===== src/rtl/cellrv32_io_responder_pkg.sv =====
// Shared definitions for the IO-space test responder: window, register map, field positions
// and FSM state type.
package cellrv32_io_responder_pkg;

   localparam logic [31:0] iores_base_c = 32'hFFFF_FE80;
   localparam int unsigned iores_size_c = 32;

   // Upper bound the bus keeper allows before declaring a timeout.
   localparam int unsigned max_proc_int_response_time_c = 32;

   localparam logic [2:0] iores_ctrl_c     = 3'd0;
   localparam logic [2:0] iores_status_c   = 3'd1;
   localparam logic [2:0] iores_scratch0_c = 3'd2;

   localparam int unsigned ctrl_wait_lsb_c = 0;
   localparam int unsigned ctrl_wait_msb_c = 3;
   localparam int unsigned ctrl_mute_c     = 29;
   localparam int unsigned ctrl_clr_c      = 30;
   localparam int unsigned ctrl_ferr_c     = 31;

   localparam int unsigned stat_acc_lsb_c = 0;
   localparam int unsigned stat_acc_msb_c = 15;
   localparam int unsigned stat_err_lsb_c = 16;
   localparam int unsigned stat_err_msb_c = 30;
   localparam int unsigned stat_ovr_c     = 31;

   typedef enum logic [1:0] {
      StIdle,
      StWait,
      StResp,
      StMute
   } iores_state_t;

   function automatic logic [31:0] iores_apply_ben(input logic [31:0] cur,
                                                   input logic [31:0] wdata,
                                                   input logic [3:0]  ben);
      logic [31:0] res;
      for (int i = 0; i < 4; i++) begin
         res[8*i +: 8] = ben[i] ? wdata[8*i +: 8] : cur[8*i +: 8];
      end
      return res;
   endfunction

endpackage


===== src/rtl/cellrv32_io_responder_cnt.sv =====
// Access/error statistics: wrapping access counter, saturating error counter, sticky overrun.
module cellrv32_io_responder_cnt
   import cellrv32_io_responder_pkg::*;
(
   input  logic        clk_i,
   input  logic        rst_i,
   input  logic        clr_i,
   input  logic        acc_i,
   input  logic        err_i,
   input  logic        ovr_i,
   output logic [15:0] acc_cnt_o,
   output logic [14:0] err_cnt_o,
   output logic        overrun_o
);

   logic [15:0] acc_cnt_q;
   logic [14:0] err_cnt_q;
   logic        overrun_q;

   always_ff @(posedge clk_i) begin
      if (rst_i) begin
         acc_cnt_q <= '0;
         err_cnt_q <= '0;
         overrun_q <= 1'b0;
      end else begin
         if (clr_i) begin
            acc_cnt_q <= '0;
            err_cnt_q <= '0;
         end else begin
            if (acc_i) begin
               acc_cnt_q <= acc_cnt_q + 16'd1;
            end
            if (err_i && (err_cnt_q != 15'h7FFF)) begin
               err_cnt_q <= err_cnt_q + 15'd1;
            end
         end
         // A dropped request in the same cycle as a clear still leaves evidence.
         if (ovr_i) begin
            overrun_q <= 1'b1;
         end else if (clr_i) begin
            overrun_q <= 1'b0;
         end
      end
   end

   assign acc_cnt_o = acc_cnt_q;
   assign err_cnt_o = err_cnt_q;
   assign overrun_o = overrun_q;

endmodule


===== src/rtl/cellrv32_io_responder.sv =====
// IO-bus test responder: scratch/status registers with programmable wait states, forced error
// responses and an optional mute mode that lets the bus keeper time out.
module cellrv32_io_responder
   import cellrv32_io_responder_pkg::*;
#(
   parameter int unsigned BASE_WAIT       = 1,
   parameter bit          TIMEOUT_TEST_EN = 1'b0
) (
   input  logic        clk_i,
   input  logic        rst_i,
   input  logic [31:0] addr_i,
   input  logic        rden_i,
   input  logic        wren_i,
   input  logic [3:0]  ben_i,
   input  logic [31:0] data_i,
   output logic [31:0] data_o,
   output logic        ack_o,
   output logic        err_o,
   output logic        busy_o
);

   localparam int unsigned WinBits   = $clog2(iores_size_c);
   localparam logic [4:0]  BaseWaitC = 5'(BASE_WAIT);

   if ((BASE_WAIT > 7) || (BASE_WAIT + 15 >= max_proc_int_response_time_c)) begin : g_wait_chk
      $error("cellrv32_io_responder: BASE_WAIT too large for the bus keeper timeout");
   end

   iores_state_t state_q;
   logic [4:0]   cnt_q;
   logic [4:0]   addr_q;
   logic [31:0]  data_q;
   logic [3:0]   ben_q;
   logic         wr_q;
   logic         ack_q, err_q;
   logic [31:0]  rdata_q;

   logic [3:0]   ctrl_wait_q;
   logic         ctrl_mute_q;
   logic         ctrl_ferr_q;
   logic [31:0]  scratch_q [0:5];

   logic [15:0]  acc_cnt;
   logic [14:0]  err_cnt;
   logic         overrun;

   logic         sel, req, idle, mute_eff;
   logic [4:0]   wait_sum;
   logic [4:0]   cur_addr;
   logic [2:0]   cur_idx;
   logic [31:0]  cur_data;
   logic [3:0]   cur_ben;
   logic         cur_wr;
   logic         acc_err, go_resp, go_mute, reg_we, clr;
   logic [31:0]  ctrl_rd, ctrl_wdata, status_rd, rdata;

   assign sel      = (addr_i[31:WinBits] == iores_base_c[31:WinBits]);
   assign req      = sel && (rden_i || wren_i);
   assign idle     = (state_q == StIdle);
   assign mute_eff = TIMEOUT_TEST_EN && ctrl_mute_q;
   assign wait_sum = BaseWaitC + {1'b0, ctrl_wait_q};

   // Zero-wait accesses complete straight out of IDLE, so evaluate on the live request there.
   assign cur_addr = idle ? addr_i[4:0] : addr_q;
   assign cur_data = idle ? data_i : data_q;
   assign cur_ben  = idle ? ben_i : ben_q;
   assign cur_wr   = idle ? wren_i : wr_q;
   assign cur_idx  = cur_addr[4:2];

   assign go_resp = (idle && req && (wait_sum == 5'd0)) ||
                    ((state_q == StWait) && (cnt_q == 5'd1) && !mute_eff);
   assign go_mute = (state_q == StWait) && (cnt_q == 5'd1) && mute_eff;

   assign acc_err = ctrl_ferr_q || (cur_addr[1:0] != 2'b00) ||
                    (cur_wr && (cur_idx == iores_status_c));
   assign reg_we  = go_resp && cur_wr && !acc_err;

   always_comb begin
      ctrl_rd = '0;
      ctrl_rd[ctrl_wait_msb_c:ctrl_wait_lsb_c] = ctrl_wait_q;
      ctrl_rd[ctrl_mute_c] = ctrl_mute_q;
      ctrl_rd[ctrl_ferr_c] = ctrl_ferr_q;
   end

   always_comb begin
      status_rd = '0;
      status_rd[stat_acc_msb_c:stat_acc_lsb_c] = acc_cnt;
      status_rd[stat_err_msb_c:stat_err_lsb_c] = err_cnt;
      status_rd[stat_ovr_c] = overrun;
   end

   assign ctrl_wdata = iores_apply_ben(ctrl_rd, cur_data, cur_ben);
   assign clr        = reg_we && (cur_idx == iores_ctrl_c) && ctrl_wdata[ctrl_clr_c];

   always_comb begin
      rdata = '0;
      unique case (cur_idx)
         iores_ctrl_c:   rdata = ctrl_rd;
         iores_status_c: rdata = status_rd;
         default:        rdata = scratch_q[cur_idx - iores_scratch0_c];
      endcase
   end

   always_ff @(posedge clk_i) begin
      if (rst_i) begin
         state_q <= StIdle;
         cnt_q   <= '0;
         addr_q  <= '0;
         data_q  <= '0;
         ben_q   <= '0;
         wr_q    <= 1'b0;
         ack_q   <= 1'b0;
         err_q   <= 1'b0;
         rdata_q <= '0;
      end else begin
         ack_q   <= 1'b0;
         err_q   <= 1'b0;
         rdata_q <= '0;
         if (go_resp) begin
            ack_q   <= !acc_err;
            err_q   <= acc_err;
            rdata_q <= (!acc_err && !cur_wr) ? rdata : 32'h0;
         end
         unique case (state_q)
            StIdle: begin
               if (req) begin
                  addr_q  <= addr_i[4:0];
                  data_q  <= data_i;
                  ben_q   <= ben_i;
                  wr_q    <= wren_i;
                  cnt_q   <= wait_sum;
                  state_q <= (wait_sum == 5'd0) ? StResp : StWait;
               end
            end
            StWait: begin
               cnt_q <= cnt_q - 5'd1;
               if (cnt_q == 5'd1) begin
                  state_q <= mute_eff ? StMute : StResp;
               end
            end
            StResp: state_q <= StIdle;
            StMute: begin
               if (req) begin
                  state_q <= StIdle;
               end
            end
         endcase
      end
   end

   always_ff @(posedge clk_i) begin
      if (rst_i) begin
         ctrl_wait_q <= '0;
         ctrl_mute_q <= 1'b0;
         ctrl_ferr_q <= 1'b0;
         for (int i = 0; i < 6; i++) begin
            scratch_q[i] <= '0;
         end
      end else begin
         // Mute is one-shot: once the keeper has been starved the next access behaves normally.
         if (go_mute) begin
            ctrl_mute_q <= 1'b0;
         end
         if (go_resp) begin
            ctrl_ferr_q <= 1'b0;
            if (reg_we) begin
               if (cur_idx == iores_ctrl_c) begin
                  ctrl_wait_q <= ctrl_wdata[ctrl_wait_msb_c:ctrl_wait_lsb_c];
                  ctrl_mute_q <= TIMEOUT_TEST_EN && ctrl_wdata[ctrl_mute_c];
                  ctrl_ferr_q <= ctrl_wdata[ctrl_ferr_c];
               end else if (cur_idx != iores_status_c) begin
                  scratch_q[cur_idx - iores_scratch0_c] <=
                     iores_apply_ben(scratch_q[cur_idx - iores_scratch0_c], cur_data, cur_ben);
               end
            end
         end
      end
   end

   cellrv32_io_responder_cnt u_cnt (
      .clk_i     (clk_i),
      .rst_i     (rst_i),
      .clr_i     (clr),
      .acc_i     (go_resp && !clr),
      .err_i     (go_resp && acc_err),
      .ovr_i     (req && ((state_q == StWait) || (state_q == StResp))),
      .acc_cnt_o (acc_cnt),
      .err_cnt_o (err_cnt),
      .overrun_o (overrun)
   );

   assign data_o = rdata_q;
   assign ack_o  = ack_q;
   assign err_o  = err_q;
   assign busy_o = !idle;

endmodule


===== config.mk =====
export PLATFORM = sky130hd
export DESIGN_NAME = cellrv32_io_responder
export DESIGN_NICKNAME = d
export VERILOG_FILES = /design/src/rtl/cellrv32_io_responder_pkg.sv /design/src/rtl/cellrv32_io_responder_cnt.sv /design/src/rtl/cellrv32_io_responder.sv
export SDC_FILE = /design/constraint.sdc
export NUM_CORES = 1
export LEC_CHECK = 0
export BUFFER_PORTS_ARGS = -buffer_cell sky130_fd_sc_hd__buf_2
export CAP_MARGIN = 25
export CORE_ASPECT_RATIO = 2
export CORE_MARGIN = 1.5
export CORE_UTILIZATION = 41
export DETAILED_ROUTE_END_ITERATION = 12
export GPL_TIMING_DRIVEN = 0
export PLACE_DENSITY = 0.6
export SETUP_SLACK_MARGIN = 0.5
export SKIP_LAST_GASP = 1
export SLEW_MARGIN = 10
export SYNTH_ARGS = -nofsm -noshare
export SYNTH_HDL_FRONTEND = slang
export SYNTH_SLANG_ARGS = --single-unit
export TNS_END_PERCENT = 10

===== constraint.sdc =====
create_clock -name clk_i -period 3.5 [get_ports clk_i]
set_clock_uncertainty 0.05 [all_clocks]
set_input_delay 0.7 -clock clk_i [delete_from_list [all_inputs] [get_ports clk_i]]
set_output_delay 0.7 -clock clk_i [all_outputs]
set_load 0.01 [all_outputs]

* Word level (Yosys, flattened, before mapping)
Memory sizes are Yosys's and may differ from the RTL's. Index checks and enable logic that the tools add are counted.
Word-level totals: output and inout port bits 35, logic and storage cells 104, memories kept 1, register bits after elaboration 120, memory bits (writable) 192, input port bits 72
Cells by class: $add $sub $neg 5, bitwise operators 2, reduce and logical (&&, ||, !) cells 38, equality and inequality tests 12, muxes and demuxes 32
Memories:
- scratch_q | words 6, bits a word 32, rd ports 1, clocked after Yosys merged registers in 0, wr ports 6, RTL line cellrv32_io_responder.sv:41 | logic [31:0] scratch_q [0:5];
Operators by type and width (number):
- 2-to-1 mux 32 bit | 2
- case mux 32 bit (2 select lines) | 1
- 2-to-1 mux 8 bit | 5
- OR reduction 32 bit | 1
- == test 27 bit (second input constant) | 1
- adder 16 x 1 -> 16 bit (second input constant) | 1
- adder 15 x 1 -> 15 bit (second input constant) | 1
- != test 15 bit (second input constant) | 1
- logical AND 1 bit | 14
- 2-to-1 mux 1 bit | 14
- 2-to-1 mux 5 bit | 2
- case mux 5 bit (2 select lines) | 1
- 2-to-1 mux 2 bit | 4
- case mux 2 bit (4 select lines) | 1
- AND reduction 2 bit | 3
- nonzero test 2 bit | 3
- adder 1 x 4 -> 5 bit (first input constant) | 1
- == test 5 x 1 -> 1 bit (second input constant) | 1
- logical NOT 5 bit | 1
- logical OR 1 bit | 5
- subtractor 5 x 1 -> 5 bit (second input constant) | 1
- == test 2 bit (second input constant) | 2
- logical NOT 1 bit | 4
- 2-to-1 mux 4 bit | 1
- 15 further kinds | 18

* Depth between registers and ports, before layout
depth after elaboration 13, gate-level depth with buffers 13, mapped depth without buffers 8

* Hierarchy
From an unflattened synthesis, not the netlist that was laid out.
Unflattened totals: cells, all modules 1512, area, all modules 16577.1 sq um
Modules (own cells, without submodules):
- cellrv32_io_responder | cells each 1340, sequential area each 9449.1 sq um, area each 15098.2 sq um, times used 1
- cellrv32_io_responder_cnt | cells each 172, sequential area each 640.6 sq um, area each 1478.9 sq um, times used 1

* Worst setup path after synthesis
Ideal clock, no wire load.
kind input-to-reg, start input port addr_i[5], end memory scratch_q[4][0], enable pin, path buffers 1, slack -0.062 ns, setup time 0.394 ns, arrival 3.118 ns, required time 3.056 ns, stages 7, path through nand4bb_1 nor4_1 nand4_2 a2111o_1 or2_1 buf_2 nand2b_1
RTL lines:
- start: declaration | RTL line cellrv32_io_responder.sv:11 | input logic [31:0] addr_i,
- end: declaration | RTL line cellrv32_io_responder.sv:41

==> results by group <==
Worst setup path
  – Slowest CP cell: a2111o_1
  – Critical path cell sequence: inv_2, ha_4, buf_8, buf_12, o21ai_2, nor4_4, nand4_4, a2111o_1, or2_1, buf_6, nand2b_4, clkbuf_16
  – Worst Setup Start Kind: flop
  – Worst stage delay on the critical path: 0.52 ns
  – CP endpoint kind: flop
  – CP required: 3.69 ns
  – Kind of critical path: reg2reg
  – Worst Path Max Fanout: 10
  – Arrival time at the worst endpoint: 3.26 ns

GRT
  – Largest net degree at the start of global routing: 19
  – GRT Residual Overflow: 0
  – Initial antenna violation count: 0
  – Number of global-route vias before repair: 12.9k
  – Global-route usage over all layers: 24.3%
  – First-pass GRT wire length: 76800 um

Logic synthesis
  – Compound-gate portion of the synthesized area: 6.70%
  – Ys async rst share: 0%
  – Cell count after synthesis: 1465
  – Yosys top cell by area: edfxtp_1
  – Synth Area in Adders: 0.738%
  – Yosys Warn Count: 0
  – XOR/XNOR Fraction of Synth Area: 0.568%
  – Mux share of post-synthesis cell area: 16.2%
  – Yosys top cell area share: 45.4%
  – Largest family of logic cells by synthesized area: multiplexers
  – Distinct cells, synth: 63
  – Main flop type after synthesis: edfxtp_1
  – Post-synth EDFFs: 256
  – #FFs+latches synth: 376
  – Synthesized area: 0.0169 mm^2
  – Register area share after synthesis: 59.5%
  – Simple-gate share of the synthesized area: 13.3%
  – Synth area leaders: edfxtp_1 (45%), dfxtp_1 (14%), mux2i_1 (13%)
  – Post-Syn Area per Cell: 11.6 um^2

Clocking
  – CTS max path bufs: 3
  – CTS Buf Count: 34
  – Clk slew on worst S/H paths: 0.07 ns
  – CTS root buffer: clkbuf_16
  – CTS Sinks: 376
  – H-tree depth: 2
  – TritonCTS clock tree: done
  – Clock latency on the worst-skew pair: 0.53 ns

Timing
  – Minimum clock period: 3.07 ns
  – Unrepaired setup endpoints after global routing: true
  – Worst Tran Pin Value: 0.933 ns
  – Final setup viols: 0
  – Setup WS post-layout: 0.430 ns
  – Fin. Hold Viols: 0
  – Max Fclk: 326 MHz
  – Fin. max-slew vios: 0
  – Post-route clock period utilization: 87.7%
  – Worst slew margin: 37.5%

Final layout
  – Synth-to-Final Area Change: 22.8%
  – Multi-input gate area: 0.00715 mm^2
  – Antenna diodes: 0
  – Fillers: 3534
  – Seq. cell area: 0.0101 mm^2
  – Fin nets: 1800
  – Commonest non-fill, non-tap cell in the layout: nor2_1
  – Layout cell share with drive strength beyond 1: 21.4%
  – Most frequent cells in the layout: nor2_1 (263), edfxtp_1 (256), mux2i_1 (210)

Power
  – Total Power: 14.3 mW
  – Pwr per Cell Area: 689 mW/mm^2
  – Static Leak: 8.34 nW
  – Max rail drop VDD: 0.414 mV

Placement
  – HPWL Detailed: 37400 um
  – GPL Wtd Cong: 0.981
  – Dpl ws: -0.819 ns
  – IO buf count: 105

Route
  – # DRC: 0
  – WL final: 51900 um
  – Vias: 12.4k
  – DR iter-0 viols: 704
  – Via/cell ratio: 5.44
  – Pre-antenna DRT Iters: 5
  – Detail Route Antenna Nets: 0
  – Avg WL per Cell: 22.8 um

Outcome
  – Run status: finished clean

Floorplan
  – I/O pin total: 107
  – Starting Density: 41.5%
  – Die area: 0.0426 mm^2
  – DIE HEIGHT: 291 um
  – Core area: 0.0409 mm^2
  – Die Wd: 147 um
  – Site row count: 105

Hold path
  – Hold/Removal Path Class: in2reg

Run
  – Number of max-cap violations: 0
per-stage QoR:
step	hold WS [ns]	util, %	TNS, ns	std cells	cell area [um^2]
final	0.381	50.9	0	2276	20800
after global routing	0.384	50.9	0	2276	20800
after CTS	0.363	50.1	0	2266	20500
after detailed placement	0.393	45.2	-185.24	2170	18500
after global placement	0.387	45.1	-184.30	2168	18400
after floorplan	0.379	-	0	1528	17200
Yosys cell counts (5+ instances only):
master / number
or4_1: 8
or3_1: 14
inv_1: 17
mux4_2: 6
edfxtp_1: 256
o21ai_1: 13
buf_4: 5
buf_6: 5
nor3_1: 10
buf_2: 27
nor3b_1: 5
o31ai_1: 6
ha_1: 10
mux2i_1: 222
mux2_2: 34
clkbuf_1: 44
a21oi_1: 92
nand4_1: 16
a22oi_1: 23
xnor2_1: 8
nand3_1: 20
nor2b_1: 6
a211oi_1: 13
nor2_1: 268
nand2b_1: 8
o21ai_0: 15
dfxtp_1: 120
and2_1: 6
nand2_1: 125
and3_1: 6
buf_1: 7
state kept, by name, indices dropped and copies added (netlist names):
register / count
ack_o: 1
addr_q: 5
ben_q: 4
cnt_q: 5
ctrl_ferr_q: 1
ctrl_wait_q: 4
data_o: 32
data_q: 32
err_o: 1
scratch_q: 256
state_q: 2
u_cnt.acc_cnt_o: 16
u_cnt.err_cnt_o: 15
u_cnt.overrun_o: 1
wr_q: 1
where the power goes:
part | internal (mW) | switching [mW]
Clock | 2.00 | 1.66
Sequential | 4.86 | 0.0567
Combinational | 2.24 | 3.51
what timing repair did:
item | in CTS | in global routing
buffers inserted | 32 | 8
hold buffers | 0 | 0
endpoints found under the hold margin | 0 | 0
setup endpoints to repair | 515 | 498
cloned | 5 | 2
gates resized for setup | 129 | 73
pin swaps | 6 | 10
worst max-delay path: cells and delay by family (launching register included):
family	cells	cell delay (ns)
buf+inv	5	0.74
fa+ha+maj	1	0.20
flops	1	0.33
simple gates	4	0.84
compound gates	2	0.59
area by class of cell:
cell class / count / area share [%]
flip-flops and latches: 376 / 48.5
clock buffers: 45 / 4.59
multi-input cells: 1050 / 34.3
plain buffers: 88 / 3.12
well taps: 535 / 3.22
clock inverters: 14 / 0.493
repair buffers: 149 / 5.40
inverters: 19 / 0.343
metal layers:
metal	routed length [um]	vias up	GRT usage, %
met1	17100	6047	23.7
li1	-	5723	-
met4	3780	0	16.7
met5	0	-	0
met3	2250	173	2.90
met2	28800	434	46.7
path summary, 6_finish.rpt:
check / from / endpoint / slack [ns] / cells past startpoint
hold / removal: data_i[2] / data_q[2]$_SDFFE_PP0N_ / 0.38 / 3
hold reg to reg: data_q[23]$_SDFFE_PP0N_ / data_q[23]$_SDFFE_PP0N_ / 0.40 / 2
setup reg to reg: state_q[1]$_SDFFE_PP0P_ / scratch_q[2][22]$_SDFFCE_PN0P_ / 0.43 / 12
setup / recovery: state_q[1]$_SDFFE_PP0P_ / scratch_q[2][22]$_SDFFCE_PN0P_ / 0.43 / 12
kinds of logic after synthesis:
group                      count (synthesis)
and+or+nand+nor                          512
adders and majority gates                 10
AOI/OAI and AO/OA                        185
xor gates and xnor gates                  11
buffers and inverters                    107
muxes                                    263
other                                      1
DFF                                      376
Power figures use the tool's default switching activity.
